### src/rtl/alu_pkg.sv
// Shared ALU types: widths, flag bit positions, buffered result entry and
// the output-stage buffer state encoding.
package alu_pkg;

   localparam int unsigned ALU_W     = 4;
   localparam int unsigned ALU_TAG_W = 3;
   localparam int unsigned FLAG_W    = 4;

   localparam int unsigned FLAG_N = 3;
   localparam int unsigned FLAG_Z = 2;
   localparam int unsigned FLAG_C = 1;
   localparam int unsigned FLAG_V = 0;

   typedef struct packed {
      logic [ALU_W-1:0]     y;
      logic [FLAG_W-1:0]    flags;
      logic [ALU_TAG_W-1:0] tag;
   } alu_entry_t;

   typedef enum logic [1:0] {
      EMPTY = 2'd0,
      ONE   = 2'd1,
      FULL  = 2'd2
   } buf_state_t;

endpackage

### src/rtl/alu_flag_gen.sv
// Combinational N/Z/C/V flag derivation for one ALU result.
module alu_flag_gen
   import alu_pkg::*;
#(
   parameter int unsigned W = ALU_W
) (
   input  logic [W-1:0]      y_i,
   input  logic              cout_i,
   input  logic              ovf_i,
   output logic [FLAG_W-1:0] flags_o
);

   always_comb begin
      flags_o         = '0;
      flags_o[FLAG_N] = y_i[W-1];
      flags_o[FLAG_Z] = (y_i == '0);
      flags_o[FLAG_C] = cout_i;
      flags_o[FLAG_V] = ovf_i;
   end

endmodule

### src/rtl/alu_result_stage.sv
// Registered ALU result stage: flag capture, sequence tagging and a 2-entry
// skid buffer. Optional sticky C/V flags enabled by ALU_FLAG_STICKY_EN.
module alu_result_stage
   import alu_pkg::*;
#(
   parameter int unsigned W     = ALU_W,
   parameter int unsigned TAG_W = ALU_TAG_W
) (
   input  logic              clk,
   input  logic              rst_n,
   input  logic              in_valid,
   output logic              in_ready,
   input  logic [W-1:0]      in_y,
   input  logic              in_cout,
   input  logic              in_ovf,
   output logic              out_valid,
   input  logic              out_ready,
   output logic [W-1:0]      out_y,
   output logic [FLAG_W-1:0] out_flags,
   output logic [TAG_W-1:0]  out_tag,
   input  logic              clr_sticky,
   output logic [1:0]        sticky_cv
);

   logic [FLAG_W-1:0] in_flags;
   alu_entry_t        new_entry;
   alu_entry_t        out_q;
   alu_entry_t        skid_q;
   buf_state_t        state_q;
   logic              in_ready_q;
   logic              out_valid_q;
   logic [TAG_W-1:0]  tag_q;
   logic              accept;
   logic              pop;

   alu_flag_gen #(.W(W)) u_flag_gen (
      .y_i     (in_y),
      .cout_i  (in_cout),
      .ovf_i   (in_ovf),
      .flags_o (in_flags)
   );

   assign accept = in_valid & in_ready_q;
   assign pop    = out_valid_q & out_ready;

   always_comb begin
      new_entry       = '0;
      new_entry.y     = ALU_W'(in_y);
      new_entry.flags = in_flags;
      new_entry.tag   = ALU_TAG_W'(tag_q);
   end

   // Skid buffer: out_q is the visible head, skid_q catches the second result
   // so in_ready can stay purely state-derived.
   always_ff @(posedge clk or negedge rst_n) begin
      if (!rst_n) begin
         state_q     <= EMPTY;
         in_ready_q  <= 1'b1;
         out_valid_q <= 1'b0;
         out_q       <= '0;
         skid_q      <= '0;
      end else begin
         case (state_q)
            EMPTY: begin
               if (accept) begin
                  out_q       <= new_entry;
                  out_valid_q <= 1'b1;
                  state_q     <= ONE;
               end
            end
            ONE: begin
               if (accept && pop) begin
                  out_q <= new_entry;
               end else if (accept) begin
                  skid_q     <= new_entry;
                  in_ready_q <= 1'b0;
                  state_q    <= FULL;
               end else if (pop) begin
                  out_valid_q <= 1'b0;
                  state_q     <= EMPTY;
               end
            end
            FULL: begin
               if (pop) begin
                  out_q      <= skid_q;
                  in_ready_q <= 1'b1;
                  state_q    <= ONE;
               end
            end
            default: begin
               state_q     <= EMPTY;
               in_ready_q  <= 1'b1;
               out_valid_q <= 1'b0;
            end
         endcase
      end
   end

   // Sequence tag wraps silently.
   always_ff @(posedge clk or negedge rst_n) begin
      if (!rst_n) begin
         tag_q <= '0;
      end else if (accept) begin
         tag_q <= tag_q + TAG_W'(1);
      end
   end

`ifdef ALU_FLAG_STICKY_EN
   logic [1:0] sticky_q;
   logic [1:0] acc_cv;

   assign acc_cv = accept ? {in_flags[FLAG_C], in_flags[FLAG_V]} : 2'b00;

   // Clear wins but still keeps the C/V of a same-cycle accept.
   always_ff @(posedge clk or negedge rst_n) begin
      if (!rst_n) begin
         sticky_q <= 2'b00;
      end else if (clr_sticky) begin
         sticky_q <= acc_cv;
      end else begin
         sticky_q <= sticky_q | acc_cv;
      end
   end

   assign sticky_cv = sticky_q;
`else
   logic unused_clr_sticky;

   assign unused_clr_sticky = clr_sticky;
   assign sticky_cv         = 2'b00;
`endif

   assign in_ready  = in_ready_q;
   assign out_valid = out_valid_q;
   assign out_y     = W'(out_q.y);
   assign out_flags = out_q.flags;
   assign out_tag   = TAG_W'(out_q.tag);

endmodule

### config.mk
export PLATFORM = sky130hd
export DESIGN_NAME = alu_result_stage
export DESIGN_NICKNAME = d
export VERILOG_FILES = /design/src/rtl/alu_pkg.sv /design/src/rtl/alu_flag_gen.sv /design/src/rtl/alu_result_stage.sv
export SDC_FILE = /design/constraint.sdc
export NUM_CORES = 1
export LEC_CHECK = 0
export CORE_MARGIN = 2
export CORE_UTILIZATION = 45
export DETAILED_ROUTE_END_ITERATION = 6
export PLACE_DENSITY = 0.78
export SYNTH_ARGS = -nofsm -noshare
export SYNTH_HDL_FRONTEND = slang
export SYNTH_SLANG_ARGS = --single-unit
### constraint.sdc
create_clock -name clk -period 2.1 [get_ports clk]
set_input_delay 0.42 -clock clk [delete_from_list [all_inputs] [get_ports clk]]
set_output_delay 0.42 -clock clk [all_outputs]
set_load 0.01 [all_outputs]
==> Word level (Yosys, flattened, before mapping) <==
Index checks and enable logic that the tools add are counted.
{ "classes": {"n_mul": 0, "bitwise": 5, "n_lt_le_gt_ge": 0, "addsub": 1, "div": 0, "shifts": 0, "muxes": 19, "reduce_logical": 9, "n_eq_ne": 10} }
{ "ops": {"columns": ["op", "count"], "rows": [
  ["two-way mux 11 bit", 3],
  ["case mux 11 bit (3 select lines)", 1],
  ["!= test 2 bit (second input constant)", 7],
  ["AND reduction 4 bit", 3],
  ["two-way mux 2 bit", 5],
  ["two-way mux 1 bit", 7],
  ["case mux 1 bit (3 select lines)", 2],
  ["case mux 2 bit (3 select lines)", 1],
  ["AND reduction 5 bit", 1],
  ["zero test 4 bit", 1],
  ["adder 3 x 1 -> 3 bit (second input constant)", 1],
  ["!= test 3 bit (second input constant)", 1],
  ["NOT 1 bit", 3],
  ["AND reduction 3 bit", 1],
  ["nonzero test 3 bit", 1],
  ["bitwise AND 1 bit", 2],
  ["== test 2 x 1 -> 1 bit (second input constant)", 1],
  ["== test 2 bit (second input constant)", 1],
  ["zero test 2 bit", 1],
  ["logical AND 1 bit", 1]
]} }
{ "totals": {"rom_bits": 0, "register_bits": 29, "ramBits": 0, "in_bits": 11, "latch_bits": 0, "memories": 0} }

==> Depth between registers and ports, before layout <==
{ "depth": {"word_depth": 5, "mapped_depth": 5, "depth_no_buf": 3} }

==> Cells and area by module <==
A second synthesis with hierarchy kept.
{ "unflattened": {"cells_unflattened": 98, "area_unflattened_um2": 1498.9} }
{ "by_module_without_submodules": {"columns": ["module", "area_each_um2", "cells_each", "instances", "seq_area_each_um2"], "rows": [
  ["alu_result_stage", 1463.9, 94, 1, 726.9],
  ["alu_flag_gen", 35.0, 4, 1, 0.0]
]} }

==> Least setup slack after synthesis <==
No wires, ideal clock.
{ "synth_path": {"path_kind": "flip-flop to flip-flop", "startpoint": "reg in_ready_q, in the netlist in_ready", "endpoint": "reg out_q, in the netlist out_flags[0]", "stages_incl_launch_ff": 4, "synth_period_minus_slack_ns": 1.653, "arrival_ns": 1.528, "slack_ns": 0.447, "path_buffers": 0, "cell_sequence": "dfstp_2 > nand2_1 > o32ai_4 > mux2_2"} }
{ "synth_between": {"elab_chain_len": 4, "word_cells_on_any_way": 5, "cone_classes": "2 x eq/ne; 1 x bitwise; 2 x reduce/logical"} }
{ "synth_rtl": {"columns": ["element", "line_no", "text"], "rows": [
  ["from (decl)", "alu_result_stage.sv:30", "logic in_ready_q;"],
  ["from (signal assigned)", "alu_result_stage.sv:58", "in_ready_q <= 1'b1;"],
  ["from (signal assigned)", "alu_result_stage.sv:76", "in_ready_q <= 1'b0;"],
  ["from (signal assigned)", "alu_result_stage.sv:86", "in_ready_q <= 1'b1;"],
  ["bitwise AND 1 bit (*)", "alu_result_stage.sv:43", "assign accept = in_valid & in_ready_q;"],
  ["logical AND 1 bit", "alu_result_stage.sv:72", "if (accept && pop) begin"],
  ["!= test 2 bit (no source line)", null, null],
  ["AND reduction 4 bit (no source line) (*)", null, null],
  ["to (signal assigned)", "alu_result_stage.sv:66", "out_q <= new_entry;"],
  ["to (signal assigned)", "alu_result_stage.sv:73", "out_q <= new_entry;"],
  ["to (signal assigned)", "alu_result_stage.sv:85", "out_q <= skid_q;"],
  ["to (decl)", "alu_result_stage.sv:27", "alu_entry_t out_q;"]
]} }
Mark *: on every way between the ends. The rest lies on a longest branch, timed or not.
A chain may end at the register's enable or synchronous reset.

==> Worst setup path after layout <==
{ "layout_path": {"startpoint": "reg in_ready_q, in the netlist in_ready", "endpoint": "out in_ready"} }
{ "layout_lines": {"columns": ["element", "line_no", "text"], "rows": [
  ["to (decl)", "alu_result_stage.sv:12", "output logic in_ready,"]
]} }
No word-level cell between the ends.

==> results by stage <==
Place:
- The pre-CTS setup slack is between 0.07 and 0.08 ns.
- The congestion estimate from routability-driven global placement came to 0.825.
- The final HPWL from detailed placement is 1.66 mm.
- The count of buffers added on input and output ports is 22.

Worst setup path:
- Walking the worst path, the cells encountered are clkdlybuf4s50_1.
- The critical path launch point type is a flop.
- The highest net fanout along the worst path is 6.
- The critical path start-end classification is reg -> out.
- STA puts the critical path data arrival time at around 1.5 ns.
- STA puts the critical path data required time at between 1.5 and 2 ns.
- The depth of the most critical reg-to-reg path is 4.
- The slowest stage of the critical path is the dfstp_2 cell.
- The top cell family by delay on the critical path is flip-flops.
- The worst register-to-register path begins at state_q[1].
- The worst flop-to-flop path endpoint is out_y[2].
- STA classifies the critical path endpoint as an output port.
- The total buffers and inverters traversed by the critical path is 1.
- The longest individual stage delay on the worst path is 0.60 ns.
- In this run the register-to-register setup slack is 0.48 ns.

Drt:
- After detailed routing, the total wire length is 2.24 mm.
- The detailed-route wire length per cell is approximately 15 um.
- The number of routed nets with antenna violations is 0.
- The initial DRC count is 19.
- The detailed-route via count is 782.
- In the routed design, unresolved DRC markers number 0.
- The first detailed-routing pass ran for 3 iterations.
- Dividing the detail-routed via count by the number of cells gives 5.32.

Pwr:
- The share of total power dissipated in the clock network is 0.161.
- For this design the static power due to leakage is 0.718 nW.
- Internal power comes to 1.02 mW.
- The worst-case IR drop observed on VDD is about 0.66 mV.
- The net switching fraction of the power is 0.273.
- The sequential share of power is 0.531.
- Summing internal, switching and leakage power gives 1.41 mW.
- Summed over all nets, the switching power comes to 384 uW.
- For this design the ratio of total power to cell area is 895 mW/mm^2.
- The proportion of power drawn by combinational gates is 0.308.

Status:
- The flow ran to the end, and the final reports show no timing, DRC or antenna violations.

CTS:
- The library cell used as clock root buffer is clkbuf_4.
- TritonCTS built the clock tree.
- The number of setup buffers added after CTS is 0.
- The number of buffers created by CTS is 3.
- Once the clock tree was built, the resizer swapped 0 gates to a different size.
- CTS saw 27 sinks.
- Buffers inserted to repair hold after CTS numbered 0.
- The number of H-tree levels is 1.
- The clock transition at the register clock pins on the worst setup and hold paths after CTS is approximately 0.15 ns.
- The maximum buffer depth of the clock tree is 2.
- The clock reaches the later pin of the worst-skew pair after 0.32 ns.

Die:
- The total area inside the core boundary comes to 0.00271 mm^2.
- From left edge to right edge, the die measures about 57 um.
- The die covers 0.00327 mm^2.
- The initial core utilization is 0.470.
- The number of cell rows is 19.
- The top-level I/O count is 26.
- The vertical die dimension is 57.2 um.

GRT:
- For this run, the total global-route usage over all layers was measured as 0.156.
- The pin count of the biggest net entering global routing is 28.
- The wire length of the first global-routing pass is 3.95 mm.
- The total congestion overflow after global routing is 0.
- The via count of the first global-routing pass is 865.
- The number of antenna violations at the first check in global routing is 0.

Synthesis:
- The yosys synthesis warning count is 0.
- The complex-gate fraction of the synthesized area was 0.0757.
- Of the total synthesized cell area, the portion taken by AND, OR, NAND and NOR gates is 0.0442.
- The netlist area before placement is ~0.0013 mm^2.
- The count of mapped cells out of synthesis is 89.
- The largest family of logic cells by synthesized area is multiplexers.
- Of the total synthesized cell area, the portion taken by XOR and XNOR cells is 0.0138.
- Of the total synthesized cell area, the portion taken by full adders, half adders and majority gates is 0.00983.
- The portion of synthesized area spent on multiplexers is 0.282.
- The post-synthesis sequential area ratio is 0.532.
- A synthesized cell averages 14.3 um^2.
- After synthesis the netlist holds a flip-flop and latch count of 27.
- The distinct cell type count of the synthesized netlist is 28.

Finish:
- The number of antenna repair diodes is 0.
- The library cell used most frequently in the layout, excluding fill and tap cells, is mux2_2.
- The relative area change from synthesis to final layout is 23.6%.
- The net total in the final layout is 129.
- The filler cell count is 236.
- The share of layout cells above drive strength 1 is 0.388.
- The library cells used most frequently in the layout, excluding fill and tap cells, are mux2_2 (30), dfrtp_1 (26), clkdlybuf4s50_1 (22).

Timing:
- For the final routed database, the setup TNS stands at 0 ns.
- Based on the critical path, the design can be clocked at up to 0.534 GHz.
- The worst hold slack after final layout is about 0.44 ns.
- The total setup violations reported at the end of the flow is 0.
- On the final layout, the worst clock skew is approximately 0.0015 ns.
- In the finished design, the share of the clock period the worst path needs comes to 0.892.
- The post-layout minimum cycle time is 1.87 ns.
- Setup repair after global routing left no endpoint under its margin.
- Setup slack closes at 0.226 ns.
- The number of hold-slack violations in the final timing report came to 0.
- The max-slew violation count is 0.

Min path:
- The tightest min-delay check is of the in -> async type.

Run:
- The number of maximum-capacitance constraint violations is 0.
-- kinds of logic after synthesis --
| family | count (synthesis) |
|---|---|
| mux | 32 |
| flops | 27 |
| simple gates | 10 |
| compound gates | 9 |
| buf+inv | 7 |
| xor+xnor | 2 |
| fa+ha+maj | 1 |
| other cells | 1 |
-- cell usage after synthesis --
| cell | count | share of area |
|---|---|---|
| or2b_1 | 1 | 0.0059 |
| nor2b_1 | 1 | 0.0049 |
| a21boi_4 | 1 | 0.015 |
| buf_4 | 4 | 0.024 |
| a21boi_0 | 1 | 0.0059 |
| nor4_1 | 1 | 0.0049 |
| buf_6 | 1 | 0.0088 |
| nor2_1 | 1 | 0.0029 |
| and3b_2 | 1 | 0.0079 |
| mux2i_1 | 1 | 0.0079 |
| buf_2 | 1 | 0.0039 |
| xnor2_1 | 2 | 0.014 |
| inv_1 | 1 | 0.0029 |
| dfrtp_1 | 26 | 0.51 |
| o22ai_1 | 1 | 0.0049 |
| and2_1 | 1 | 0.0049 |
| conb_1 | 1 | 0.0029 |
| o32ai_4 | 1 | 0.022 |
| nand2_1 | 3 | 0.0088 |
| a211o_2 | 1 | 0.0079 |
| ha_1 | 1 | 0.0098 |
| o21ai_0 | 2 | 0.0079 |
| mux2_1 | 1 | 0.0088 |
| dfstp_2 | 1 | 0.021 |
| a21oi_1 | 1 | 0.0039 |
| o32a_2 | 1 | 0.0088 |
| nand3_1 | 1 | 0.0039 |
| mux2_2 | 30 | 0.27 |
-- layout make-up --
cell class / instances / area, um^2 / share of cell area
Sequential cell: 27 / 677 / 0.430
Inverter: 1 / 3.75 / 0.00239
Multi-Input combinational cell: 56 / 549 / 0.349
Timing Repair Buffer: 28 / 278 / 0.177
Clock buffer: 4 / 26.3 / 0.0167
Tap cell: 31 / 38.8 / 0.0247
-- flip-flops by register name (all words and copies together) (netlist names) --
register and count:
tag_q 3, state_q 2, out_y 4, out_flags 3, out_tag 3, skid_q 10
out_valid 1, in_ready 1
-- worst max path at each step --
| stage | end | slack [ns] | cells past startpoint | startpoint |
|---|---|---|---|---|
| after floorplan | out_flags[0] | 0.45 | 3 | in_ready |
| after CTS | in_ready | 0.22 | 1 | in_ready |
| final | in_ready | 0.23 | 1 | in_ready |
| after detailed placement | out_y[2] | 0.07 | 5 | out_ready |
| after global placement | out_y[2] | 0.11 | 5 | out_ready |
| after global routing | in_ready | 0.16 | 1 | in_ready |
-- metrics by stage --
| stage | instances | util | cell area (um^2) |
|---|---|---|---|
| floorplan | 90 | - | 1280 |
| finish | 147 | 0.580 | 1570 |
| global placement | 143 | 0.571 | 1550 |
| global route | 147 | 0.580 | 1570 |
| CTS | 147 | 0.580 | 1570 |
| detailed placement | 143 | 0.571 | 1550 |
-- layer usage --
layer,GRT usage,vias up,part of all wire
li1,-,362,-
met1,0.194,406,0.43
met2,0.273,12,0.53
met3,0.0340,2,0.029
met4,0.0498,0,0.0080
met5,0,-,0
-- power groups by stage --
stage / clock (mW) / sequential (mW) / combinational (mW)
after floorplan: 0 / 0.779 / 0.182
after global placement: 0 / 0.748 / 0.423
after detailed placement: 0 / 0.761 / 0.439
after CTS: 0.231 / 0.750 / 0.442
after global routing: 0.256 / 0.771 / 0.464
final: 0.227 / 0.748 / 0.433
(Power assumes the default switching activity.)
